**src/rtl/belt_warn_pkg.sv**
```systemverilog
// Shared types and default timing for the seat-belt warning sequencer.
package belt_warn_pkg;

    localparam int unsigned STATE_W = 3;

    typedef enum logic [STATE_W-1:0] {
        IDLE      = 3'd0,
        GRACE     = 3'd1,
        BEEP_ON   = 3'd2,
        BEEP_OFF  = 3'd3,
        LAMP_ONLY = 3'd4
    } belt_state_e;

    localparam int unsigned DEF_DEBOUNCE_CYC = 16;
    localparam int unsigned DEF_DELAY_CYC    = 100;
    localparam int unsigned DEF_BEEP_ON_CYC  = 50;
    localparam int unsigned DEF_BEEP_OFF_CYC = 50;
    localparam int unsigned DEF_MAX_BEEPS    = 6;

    // Largest of three cycle counts; sizes the shared phase timer.
    function automatic int unsigned max3(int unsigned a, int unsigned b, int unsigned c);
        int unsigned m;
        m = (a > b) ? a : b;
        return (m > c) ? m : c;
    endfunction

endpackage

```
**src/rtl/belt_debounce.sv**
```systemverilog
// Two-flop synchronizer followed by a stability counter for one raw switch.
module belt_debounce #(
    parameter int unsigned DEBOUNCE_CYC = 16
) (
    input  logic clk,
    input  logic rst_n,
    input  logic raw,
    output logic level
);

    localparam int unsigned CW = $clog2(DEBOUNCE_CYC + 1);

    logic          sync1;
    logic          sync2;
    logic [CW-1:0] cnt;

    // Level only follows sync2 after DEBOUNCE_CYC consecutive differing samples.
    always_ff @(posedge clk or negedge rst_n) begin
        if (!rst_n) begin
            sync1 <= 1'b0;
            sync2 <= 1'b0;
            cnt   <= '0;
            level <= 1'b0;
        end else begin
            sync1 <= raw;
            sync2 <= sync1;
            if (sync2 != level) begin
                if (cnt == CW'(DEBOUNCE_CYC - 1)) begin
                    level <= sync2;
                    cnt   <= '0;
                end else begin
                    cnt <= cnt + CW'(1);
                end
            end else begin
                cnt <= '0;
            end
        end
    end

endmodule

```
**src/rtl/belt_warning_ctrl.sv**
```systemverilog
// Seat-belt warning sequencer: grace delay, limited chime, persistent lamp.
// Optional passenger-belt check enabled by defining BELT_PASSENGER_CHECK_EN.
module belt_warning_ctrl
    import belt_warn_pkg::*;
#(
    parameter int unsigned DEBOUNCE_CYC = DEF_DEBOUNCE_CYC,
    parameter int unsigned DELAY_CYC    = DEF_DELAY_CYC,
    parameter int unsigned BEEP_ON_CYC  = DEF_BEEP_ON_CYC,
    parameter int unsigned BEEP_OFF_CYC = DEF_BEEP_OFF_CYC,
    parameter int unsigned MAX_BEEPS    = DEF_MAX_BEEPS
) (
    input  logic               clk,
    input  logic               rst_n,
    input  logic               d_in,
    input  logic               k_in,
    input  logic               s_in,
    input  logic               b_in,
`ifdef BELT_PASSENGER_CHECK_EN
    input  logic               pb_in,
`endif
    output logic               alarm,
    output logic               warn_lamp,
    output logic               chime_done,
    output logic [STATE_W-1:0] state_o
);

    localparam int unsigned CNT_W  = $clog2(max3(DELAY_CYC, BEEP_ON_CYC, BEEP_OFF_CYC) + 1);
    localparam int unsigned BEEP_W = $clog2(MAX_BEEPS + 1);

    logic d_db, k_db, s_db, b_db;
    logic cond_c;

    belt_debounce #(.DEBOUNCE_CYC(DEBOUNCE_CYC)) u_db_d (.clk(clk), .rst_n(rst_n), .raw(d_in), .level(d_db));
    belt_debounce #(.DEBOUNCE_CYC(DEBOUNCE_CYC)) u_db_k (.clk(clk), .rst_n(rst_n), .raw(k_in), .level(k_db));
    belt_debounce #(.DEBOUNCE_CYC(DEBOUNCE_CYC)) u_db_s (.clk(clk), .rst_n(rst_n), .raw(s_in), .level(s_db));
    belt_debounce #(.DEBOUNCE_CYC(DEBOUNCE_CYC)) u_db_b (.clk(clk), .rst_n(rst_n), .raw(b_in), .level(b_db));

`ifdef BELT_PASSENGER_CHECK_EN
    logic pb_db;

    belt_debounce #(.DEBOUNCE_CYC(DEBOUNCE_CYC)) u_db_pb (.clk(clk), .rst_n(rst_n), .raw(pb_in), .level(pb_db));

    assign cond_c = k_db & (~(d_db & b_db) | (s_db & ~pb_db));
`else
    // Seat occupancy is still conditioned but gated out of the warning.
    assign cond_c = k_db & (~(d_db & b_db) | (s_db & 1'b0));
`endif

    belt_state_e       state, state_nx;
    logic [CNT_W-1:0]  timer, timer_nx;
    logic [BEEP_W-1:0] beep_cnt, beep_nx;
    logic              chime_nx;

    always_ff @(posedge clk or negedge rst_n) begin
        if (!rst_n) begin
            state      <= IDLE;
            timer      <= '0;
            beep_cnt   <= '0;
            alarm      <= 1'b0;
            warn_lamp  <= 1'b0;
            chime_done <= 1'b0;
        end else begin
            state      <= state_nx;
            timer      <= timer_nx;
            beep_cnt   <= beep_nx;
            alarm      <= (state_nx == BEEP_ON);
            warn_lamp  <= (state_nx != IDLE);
            chime_done <= chime_nx;
        end
    end

    // Losing the warning condition beats any timer expiry in the same cycle.
    always_comb begin
        state_nx = state;
        timer_nx = timer;
        beep_nx  = beep_cnt;
        chime_nx = 1'b0;
        if ((state != IDLE) && !cond_c) begin
            state_nx = IDLE;
            timer_nx = '0;
            beep_nx  = '0;
        end else begin
            case (state)
                IDLE: begin
                    if (cond_c) begin
                        state_nx = GRACE;
                        timer_nx = CNT_W'(DELAY_CYC - 1);
                        beep_nx  = '0;
                    end
                end
                GRACE: begin
                    if (timer == '0) begin
                        state_nx = BEEP_ON;
                        timer_nx = CNT_W'(BEEP_ON_CYC - 1);
                        beep_nx  = '0;
                    end else begin
                        timer_nx = timer - CNT_W'(1);
                    end
                end
                BEEP_ON: begin
                    if (timer == '0) begin
                        state_nx = BEEP_OFF;
                        timer_nx = CNT_W'(BEEP_OFF_CYC - 1);
                        if (beep_cnt != '1) begin
                            beep_nx = beep_cnt + BEEP_W'(1);
                        end
                    end else begin
                        timer_nx = timer - CNT_W'(1);
                    end
                end
                BEEP_OFF: begin
                    if (timer == '0) begin
                        if (beep_cnt >= BEEP_W'(MAX_BEEPS)) begin
                            state_nx = LAMP_ONLY;
                            chime_nx = 1'b1;
                        end else begin
                            state_nx = BEEP_ON;
                            timer_nx = CNT_W'(BEEP_ON_CYC - 1);
                        end
                    end else begin
                        timer_nx = timer - CNT_W'(1);
                    end
                end
                LAMP_ONLY: begin
                    state_nx = LAMP_ONLY;
                end
                default: begin
                    state_nx = IDLE;
                    timer_nx = '0;
                    beep_nx  = '0;
                end
            endcase
        end
    end

    assign state_o = state;

endmodule

```
**config.mk**
```make
export PLATFORM = sky130hd
export DESIGN_NAME = belt_warning_ctrl
export DESIGN_NICKNAME = d
export VERILOG_FILES = /design/src/rtl/belt_warn_pkg.sv /design/src/rtl/belt_debounce.sv /design/src/rtl/belt_warning_ctrl.sv
export SDC_FILE = /design/constraint.sdc
export NUM_CORES = 1
export LEC_CHECK = 0
export CAP_MARGIN = 5
export CORE_MARGIN = 1.5
export CORE_UTILIZATION = 58
export CTS_CLUSTER_DIAMETER = 60
export CTS_CLUSTER_SIZE = 25
export DETAILED_ROUTE_END_ITERATION = 7
export GPL_TIMING_DRIVEN = 0
export PLACE_DENSITY_LB_ADDON = 0.15
export SYNTH_ARGS = -nofsm -noshare
export SYNTH_HDL_FRONTEND = slang
export SYNTH_SLANG_ARGS = --single-unit
```
**constraint.sdc**
```tcl
create_clock -name clk -period 3.09 [get_ports clk]
set_input_delay 0.927 -clock clk [delete_from_list [all_inputs] [get_ports clk]]
set_output_delay 0.927 -clock clk [all_outputs]
set_load 0.01 [all_outputs]
```
* After elaboration in Yosys (flattened, before gate mapping) *
Cells that the tools add are included.

storage, ports and cells
  output and inout bits = 6
  ROM bits = 0
  bits in registers = 40
  memories kept = 0
  RAM bits = 0
  latch bits = 0
  input bits = 6

cells by class
  reduce and logical (&&, ||, !) cells = 13
  divide/modulo/power cells = 0
  magnitude comparators = 1
  multiply operators = 0
  bitwise logic cells = 3
  add/sub/neg operators = 5
  mux-type cells = 29
  equality and inequality tests = 19
  shifts and indexed selects = 0

operators by type and width
  cell                                                                   number
  7-bit 2-to-1 mux                                                       5
  3-bit 2-to-1 mux                                                       11
  5-bit 2-to-1 mux                                                       6
  7-bit case mux with 4 select lines                                     1
  5-bit by 1-bit adder with 5-bit output, second input constant          3
  5-bit by 4-bit equality test with 1-bit output, second input constant  3
  3-bit != test, second input constant                                   5
  3-bit case mux with 5 select lines                                     1
  3-bit case mux with 4 select lines                                     1
  3-bit by 2-bit equality test with 1-bit output, second input constant  3
  7-bit zero test                                                        1
  7-bit by 1-bit subtractor with 7-bit output, second input constant     1
  2-bit AND reduction                                                    3
  3-bit nonzero test                                                     2
  5-bit AND reduction                                                    1
  1-bit 2-to-1 mux                                                       4
  4-bit != test, second input constant                                   1
  2-bit OR reduction                                                     2
  3-bit by 1-bit adder with 3-bit output, second input constant          1
  3-bit by 1-bit equality test with 1-bit output, second input constant  1
  3-bit equality test, second input constant                             1
  3-bit >= comparator, second input constant                             1
  3-bit zero test                                                        1
  1-bit != test                                                          3
  other kinds (7)                                                        8

* Depth between registers and ports, before layout *
Gate-level depths: netlist of run 1.

  depth after elaboration = 7
  depth in mapped cells = 7
  gate-level depth less buffers = 6

* By module *
A second synthesis of run 1 with hierarchy kept.

second synthesis, totals
  cells, all modules = 168
  area total of the unflattened synthesis = 1891.8 µm²

by module, submodules not included
  module             cells an instance  times used  area each (µm²)
  belt_warning_ctrl  99                 1           979.7
  belt_debounce      23                 3           304.0

* Worst setup path after synthesis of run 1 *
OpenSTA, ideal clock, no wires.

  path type = reg-to-reg
  from = register timer[0]
  to = register beep_cnt[0]
  stages on the path, launching flop included = 8
  setup slack = 0.858 ns
  period minus slack after synthesis = 2.232 ns
  library setup time = 0.128 ns
  path buffers = 1
  data arrival time = 2.105 ns
  cell sequence = dfrtp_1 inv_1 ha_1 or4b_4 buf_6 o311a_4 a211oi_4 mux2_1

on the way
  word-level cells in the longest chain between the ends = 3

RTL lines
  item                             line                                               source
  from (decl)                      belt_warning_ctrl.sv:50                            logic [CNT_W-1:0] timer, timer_nx;
  from (signal assigned)           belt_warning_ctrl.sv:64                            timer <= timer_nx;
  7-bit zero test *                belt_warning_ctrl.sv:92, belt_warning_ctrl.sv:101
  3-bit != test (no line)          -
  5-bit AND reduction (no line) *  -
  to (signal assigned)             belt_warning_ctrl.sv:65                            beep_cnt <= beep_nx;
  to (decl)                        belt_warning_ctrl.sv:51                            logic [BEEP_W-1:0] beep_cnt, beep_nx;

Mark *: on every way between the ends. The rest lies on a longest branch, timed or not.
A chain may end at the register's enable or synchronous reset.

* Worst setup path after layout of run 1 *
Ends and elaborated chain as after synthesis.

==> flow_summary.ini, run 1 <==
[routing]
first_pass_iters = 6
wl_met3_um = 109
initialDrtViolationCount = 70
vias = 1375
met1Wirelength_um = 1530
avgViaCountPerCell = 5.78
route.met2.wl_um = 1620
drc = 0
routedWlPerCell_um = 14.0
routed_wl_um = 3340
highest_layer = met4
ant_nets = 0

[worst_setup_path]
worstPathBufferInverterCount = 2
crit_slowest_cell = or4b_4
crit_family = compound AO/OA/AOI/OAI gates
cp_cell_sequence = inv_1 -> ha_1 -> or4b_4 -> buf_6 -> o311a_4 -> a211oi_4 -> mux2_1
crit_arrival_ps = 2620
endpoint_kind = flip-flop
crit_path_start_kind = flip-flop
timing_worst_setup_path_type = flip-flop to flip-flop
cp_max_fo = 7
cpPeakStageDelay_ps = 460
required_ps = 3320

[run]
maxCapViolCount = 0

[logic_synthesis]
async_reset_ff_frac = 1.00
synth_top_flop_cell = dfrtp_1
syn-num-nets = 190
synth.cell_area_sq_um = 1920
ys_types = 41
avgSynthCellArea_sq_um = 10.9
synth_top_area_frac = 0.521
ys_seq_area_frac = 0.521
ys_ff_latch = 40
synthCells = 176
synth_top_cell_by_area = dfrtp_1
ys_top_cells_by_area = dfrtp_1, ha_1, xor2_1, nor2_1, nand3_1
yosysWarningCount = 0
synth-edff-count = 0

[clocking]
clkSinkCount = 40
cts_setup_buffers = 0
cts_buffer_depth = 2
clk_pin_slew_ps = 120
cts-hold-fix-buffers = 0
clock_latency_ps = 340
cts_tree = built
ctsResizeCount = 0
cts_made_buffers = 5
clockRootBuffer = clkbuf_4
cts_max_level = 2

[global_route]
grt_start_max_net_pins = 41
antenna_found_initial = 0
grt_remaining_overflow = 0
grt_pass1_wl_um = 5640
grt_pass1_vias = 1352
grt_usage = 0.206

[pwr]
pwr_density_cell_nw_per_um2 = 449
leakagePower_nw = 1.01
peakVddDrop_uv = 264

[sta]
fin_ws_ps = 702
fin_worst_skew_ps = 8.27
setup_viol = 0
grt_setup_unrepaired = false
fin_crit_sh = 0.773
final-hold-violation-count = 0
worst_pin_slew_ps = 851
clock.fmax_ghz = 0.419
finalCriticalPeriod_ps = 2390
relSlewSlack = 0.418
fin_setup_tns_ps = 0
slew_viol_final = 0

[placed_design]
place_ws_ps = 729
place.gp.congestion = 0.869
place_hpwl_um = 2450
port_buffers = 10

[cells_and_area]
num_antenna_cells = 0
drive_gt1_frac = 0.124
num-fill-cells = 254
num-nets-final = 207
area_delta_synth_final_pct = 12.0

[floorplanning]
die_h_um = 60.6
core_area_sq_um = 3100
rows = 20
die_w_um = 60.6
io_pins = 12
die_area_sq_um = 3670
start_util = 0.619

[run_status]
outcome = complete, no violations

[hold_path]
worstHoldPathType = flip-flop to flip-flop
-- synthesized netlist by cell type, types with 4 or more instances --
cell type / instances
dfrtp_1: 40
nor2_1: 20
inv_1: 11
nand3_1: 10
xor2_1: 9
ha_1: 8
o21ai_0: 8
a21oi_1: 7
nor3_1: 7
and3_1: 4
nand2_1: 4
or2_2: 4
-- logic make-up (layout without fill, tap and decap cells) --
family	after synthesis	after routing	share of synthesized area
and+or+nand+nor	61	61	0.171
DFF	40	40	0.521
AOI/OAI and AO/OA	33	33	0.128
buffers and inverters	16	34	0.0365
xor gates and xnor gates	9	9	0.0410
muxes	9	9	0.0508
adders and majority gates	8	8	0.0521
-- worst register-to-register path, stage by stage, from the launching register on --
cell and delay (ps):
dfrtp_1 430, inv_1 120, ha_1 170, or4b_4 460
buf_6 150, o311a_4 310, a211oi_4 270, mux2_1 350
-- cells in the final DEF, fill, tap and decap left out, types with 3 or more instances in the layout --
| master | instances |
|---|---|
| dfrtp_1 | 40 |
| nor2_1 | 20 |
| inv_1 | 11 |
| nand3_1 | 10 |
| xor2_1 | 9 |
| clkdlybuf4s50_1 | 9 |
| o21ai_0 | 8 |
| ha_1 | 8 |
| nor3_1 | 7 |
| a21oi_1 | 7 |
| clkbuf_4 | 5 |
| or2_2 | 4 |
| nand2_1 | 4 |
| and3_1 | 4 |
| and2_1 | 3 |
| a211oi_1 | 3 |
| mux2i_1 | 3 |
| mux2_1 | 3 |
| mux2_2 | 3 |
-- flip-flops by register name (all words and copies together), names as in the netlist, 3 cells and up --
| register | count |
|---|---|
| state_o | 3 |
| u_db_k.cnt | 5 |
| u_db_b.cnt | 5 |
| beep_cnt | 3 |
| u_db_d.cnt | 5 |
| timer | 7 |
-- stage by stage --
stage               hold WS, ps  cells  cell area (sq um)   util  total power [mW]
floorplan                   331    176               1920      -             0.612
global placement            334    230               2080  0.669             0.635
detailed placement          342    230               2070  0.668             0.641
CTS                         370    238               2150  0.694             0.978
global route                375    238               2150  0.694              1.01
finish                      368    238               2150  0.694             0.966
-- routing by layer --
layer	up-vias	global-route usage
met3	11	0.0512
met4	0	0.0870
met1	680	0.259
met2	31	0.341
met5	-	0
li1	653	-
-- power breakdown --
group | total [mW] | internal, mW | switching [mW]
clock network | 0.336 | 0.169 | 0.167
logic | 0.0774 | 0.0323 | 0.0451
registers | 0.553 | 0.540 | 0.0134
total | 0.966 | 0.741 | 0.226
-- cell type report --
class                           count  area, sq um  area share
Buffer                              5         28.8      0.0134
Clock buffer                        5         37.5      0.0174
Multi-Input combinational cell    120          851       0.395
Tap cell                           44         55.1      0.0256
Timing Repair Buffer               10         95.1      0.0442
Inverter                           11         41.3      0.0192
Clock inverter                      3         42.5      0.0198
Sequential cell                    40         1000       0.465
-- final timing paths --
path                               from      endpoint  slack, ps  cells past startpoint
setup / recovery               timer[0]   beep_cnt[0]        700                      7
hold / removal             u_db_k.sync1  u_db_k.sync2        370                      0
setup reg to reg               timer[0]   beep_cnt[0]        700                      7
hold reg to reg            u_db_k.sync1  u_db_k.sync2        370                      0
max in group asynchronous         rst_n    state_o[1]       1900                      1
min in group asynchronous         rst_n  u_db_d.sync2        670                      1
Power figures use the tool's default switching activity.
==> run 2: changes to the inputs <==
--- a/config.mk
+++ b/config.mk
@@ -7,7 +7,7 @@
 export LEC_CHECK = 0
 export CAP_MARGIN = 5
 export CORE_MARGIN = 1.5
-export CORE_UTILIZATION = 58
+export CORE_UTILIZATION = 52
 export CTS_CLUSTER_DIAMETER = 60
 export CTS_CLUSTER_SIZE = 25
 export DETAILED_ROUTE_END_ITERATION = 7
==> constraint.sdc (replaced) <==
create_clock -name clk -period 2.15 [get_ports clk]
set_input_delay 0.645 -clock clk [delete_from_list [all_inputs] [get_ports clk]]
set_output_delay 0.645 -clock clk [all_outputs]
set_load 0.01 [all_outputs]
==> run 2 against run 1 <==
  * The run now ends with setup timing left
  * Register-to-register slack got worse by 730 ps
  * Clock-buffer cell count increased by 1
  * Power increased by 49%
  * Clock power increased by 55%
  * Global-route usage decreased by 1.4 points
  * Clock skew decreased by 4.4 ps
  * Via count increased by 0.36%
  * Sequential power increased by 43%
  * Combinational power increased by 65%
  * Critical path type unchanged
  * Largest power group unchanged
==> flow_summary.ini, run 2 (synthesis gave the netlist of run 1 again) <==
[cells_and_area]
multiInputGateArea_sq_um = 888
num_antenna_cells = 0
regMostFlops = timer
layout_commonest_cell = dfrtp_1
area_delta_synth_final_pct = 17.9
seq_area_sq_um = 1000
fin_area_sq_um = 2270
num-fill-cells = 271
num-nets-final = 215
postLayoutCoreUtil = 0.658
largest_reg_flops = 7
drive_gt1_frac = 0.203
final_cells = 248
final_cell_mix = dfrtp_1, nor2_1, nand3_1

[routing]
routed_wl_um = 3440
initialDrtViolationCount = 64
ant_nets = 0
routedWlPerCell_um = 13.9
first_pass_iters = 4
drc = 0
avgViaCountPerCell = 5.56
vias = 1380

[sta]
final-hold-violation-count = 0
slew_viol_final = 0
clock.fmax_ghz = 0.459
setup_viol = 3
fin_worst_skew_ps = 3.84
fin_ws_ps = -30.8
finalCriticalPeriod_ps = 2180
worst_pin_slew_ps = 803
grt_setup_unrepaired = true
holdWs_ps = 351
relSlewSlack = 0.451
fin_crit_sh = 1.01

[hold_path]
min-delay-start = u_db_k.sync1
worstHoldPathType = flip-flop to flip-flop
min_path_cells = 0
worstHoldEndpoint = u_db_k.sync2

[global_route]
grt_pass1_vias = 1343
grt_remaining_overflow = 0
grt_start_max_net_pins = 41
grt_usage = 0.192
grt_pass1_wl_um = 6030
antenna_found_initial = 0

[pwr]
p_switching_mw = 0.349
pwr_density_cell_nw_per_um2 = 637
swShare = 0.242
p_int_mw = 1.09
clkPwrFrac = 0.361
seq_power_share = 0.550
peakVddDrop_uv = 470
p_total_mw = 1.44
leakagePower_nw = 1.05
comb_power_share = 0.089

[run_status]
outcome = complete, but fails checks
violations = setup timing

[worst_setup_path]
cp_max_fo = 5
worst-r2r-setup-slack_ps = -30
crit_arrival_ps = 2360
timing_worst_setup_path_type = flip-flop to flip-flop
r2r-end = beep_cnt[2]
required_ps = 2330
reg2regPathDepth = 6
crit_path_start_kind = flip-flop
reg2reg_from = timer[1]
endpoint_kind = flip-flop

[floorplanning]
io_pins = 12
core_area_sq_um = 3440
die_w_um = 63.8
die_h_um = 63.8
die_area_sq_um = 4070
start_util = 0.558
rows = 21

[clocking]
cts_tree = built
cts-hold-fix-buffers = 0
clock_latency_ps = 290
cts_max_level = 2
clockRootBuffer = clkbuf_8
clkSinkCount = 40
cts_buffer_depth = 2
clk_pin_slew_ps = 80
cts_made_buffers = 5

[placed_design]
dp_cells = 232
port_buffers = 10
placed_cell_area_sq_um = 2070
place_hpwl_um = 2320
place.gp.congestion = 0.838

[run]
maxCapViolCount = 0
## run 2: per-stage QoR
stage	setup TNS, ps	setup slack, ps
final	-88.4	-30.8
after global routing	-280	-90.2
after CTS	-75.8	-26.5
after detailed placement	-1110	-203
after global placement	-17640	-429
after floorplan	-166	-55.4
## run 2: worst max path at each step
stage / start / to / slack, ps / cells after the start
2_1_floorplan: timer[1] / beep_cnt[0] / -60 / 7
3_3_place_gp: rst_n / timer[5] / -430 / 1
3_5_place_dp: timer[1] / beep_cnt[2] / -200 / 7
4_1_cts: timer[0] / beep_cnt[2] / -30 / 6
5_1_grt: timer[0] / beep_cnt[1] / -90 / 6
6_report: timer[1] / beep_cnt[2] / -30 / 6
## run 2: cell type report
type / instances / share of cell area
Sequential cell: 40 / 0.442
Multi-Input combinational cell: 120 / 0.392
Timing Repair Buffer: 19 / 0.0718
Clock buffer: 6 / 0.0364
Tap cell: 46 / 0.0254
Inverter: 11 / 0.0182
Buffer: 4 / 0.00773
Clock inverter: 2 / 0.00663
## run 2: critical path: stages, from the launching register on
cell and delay (ps):
dfrtp_1 400, inv_2 80, ha_4 120, or4b_4 510, o31a_1 290, a211oi_4 320, mux2_4 330
## run 2: what timing repair did
action,CTS,global route
setup endpoints to repair,11,12
gates resized for setup,7,2
pin swaps,1,0
buffers inserted,7,2
## run 2: per-layer routing
layer  part of all wire  global-route usage  up-vias
met5                  0                   0        -
met4              0.018              0.0761        0
met3              0.053              0.0563        8
met2               0.44               0.293       34
met1               0.48               0.258      667
li1                   -                   -      671
## run 2: power by group through the flow
stage               Sequential (mW)  Combinational (mW)  Clock [mW]
finish                        0.793               0.128       0.521
global route                  0.797               0.146       0.566
CTS                           0.793               0.124       0.529
detailed placement            0.809               0.112           0
global placement              0.807               0.108           0
floorplan                     0.805              0.0751           0
==> run 3: changes to the inputs <==
==> constraint.sdc (replaced) <==
create_clock -name clk -period 2.15 [get_ports clk]
set_input_delay 0.5375 -clock clk [delete_from_list [all_inputs] [get_ports clk]]
set_output_delay 0.5375 -clock clk [all_outputs]
set_load 0.01 [all_outputs]
==> results of run 3 <==
The final DEF is identical to that of run 2. Status: complete, but fails checks: setup timing.
Among the figures that moved: hold slack 351 ps -> 343 ps
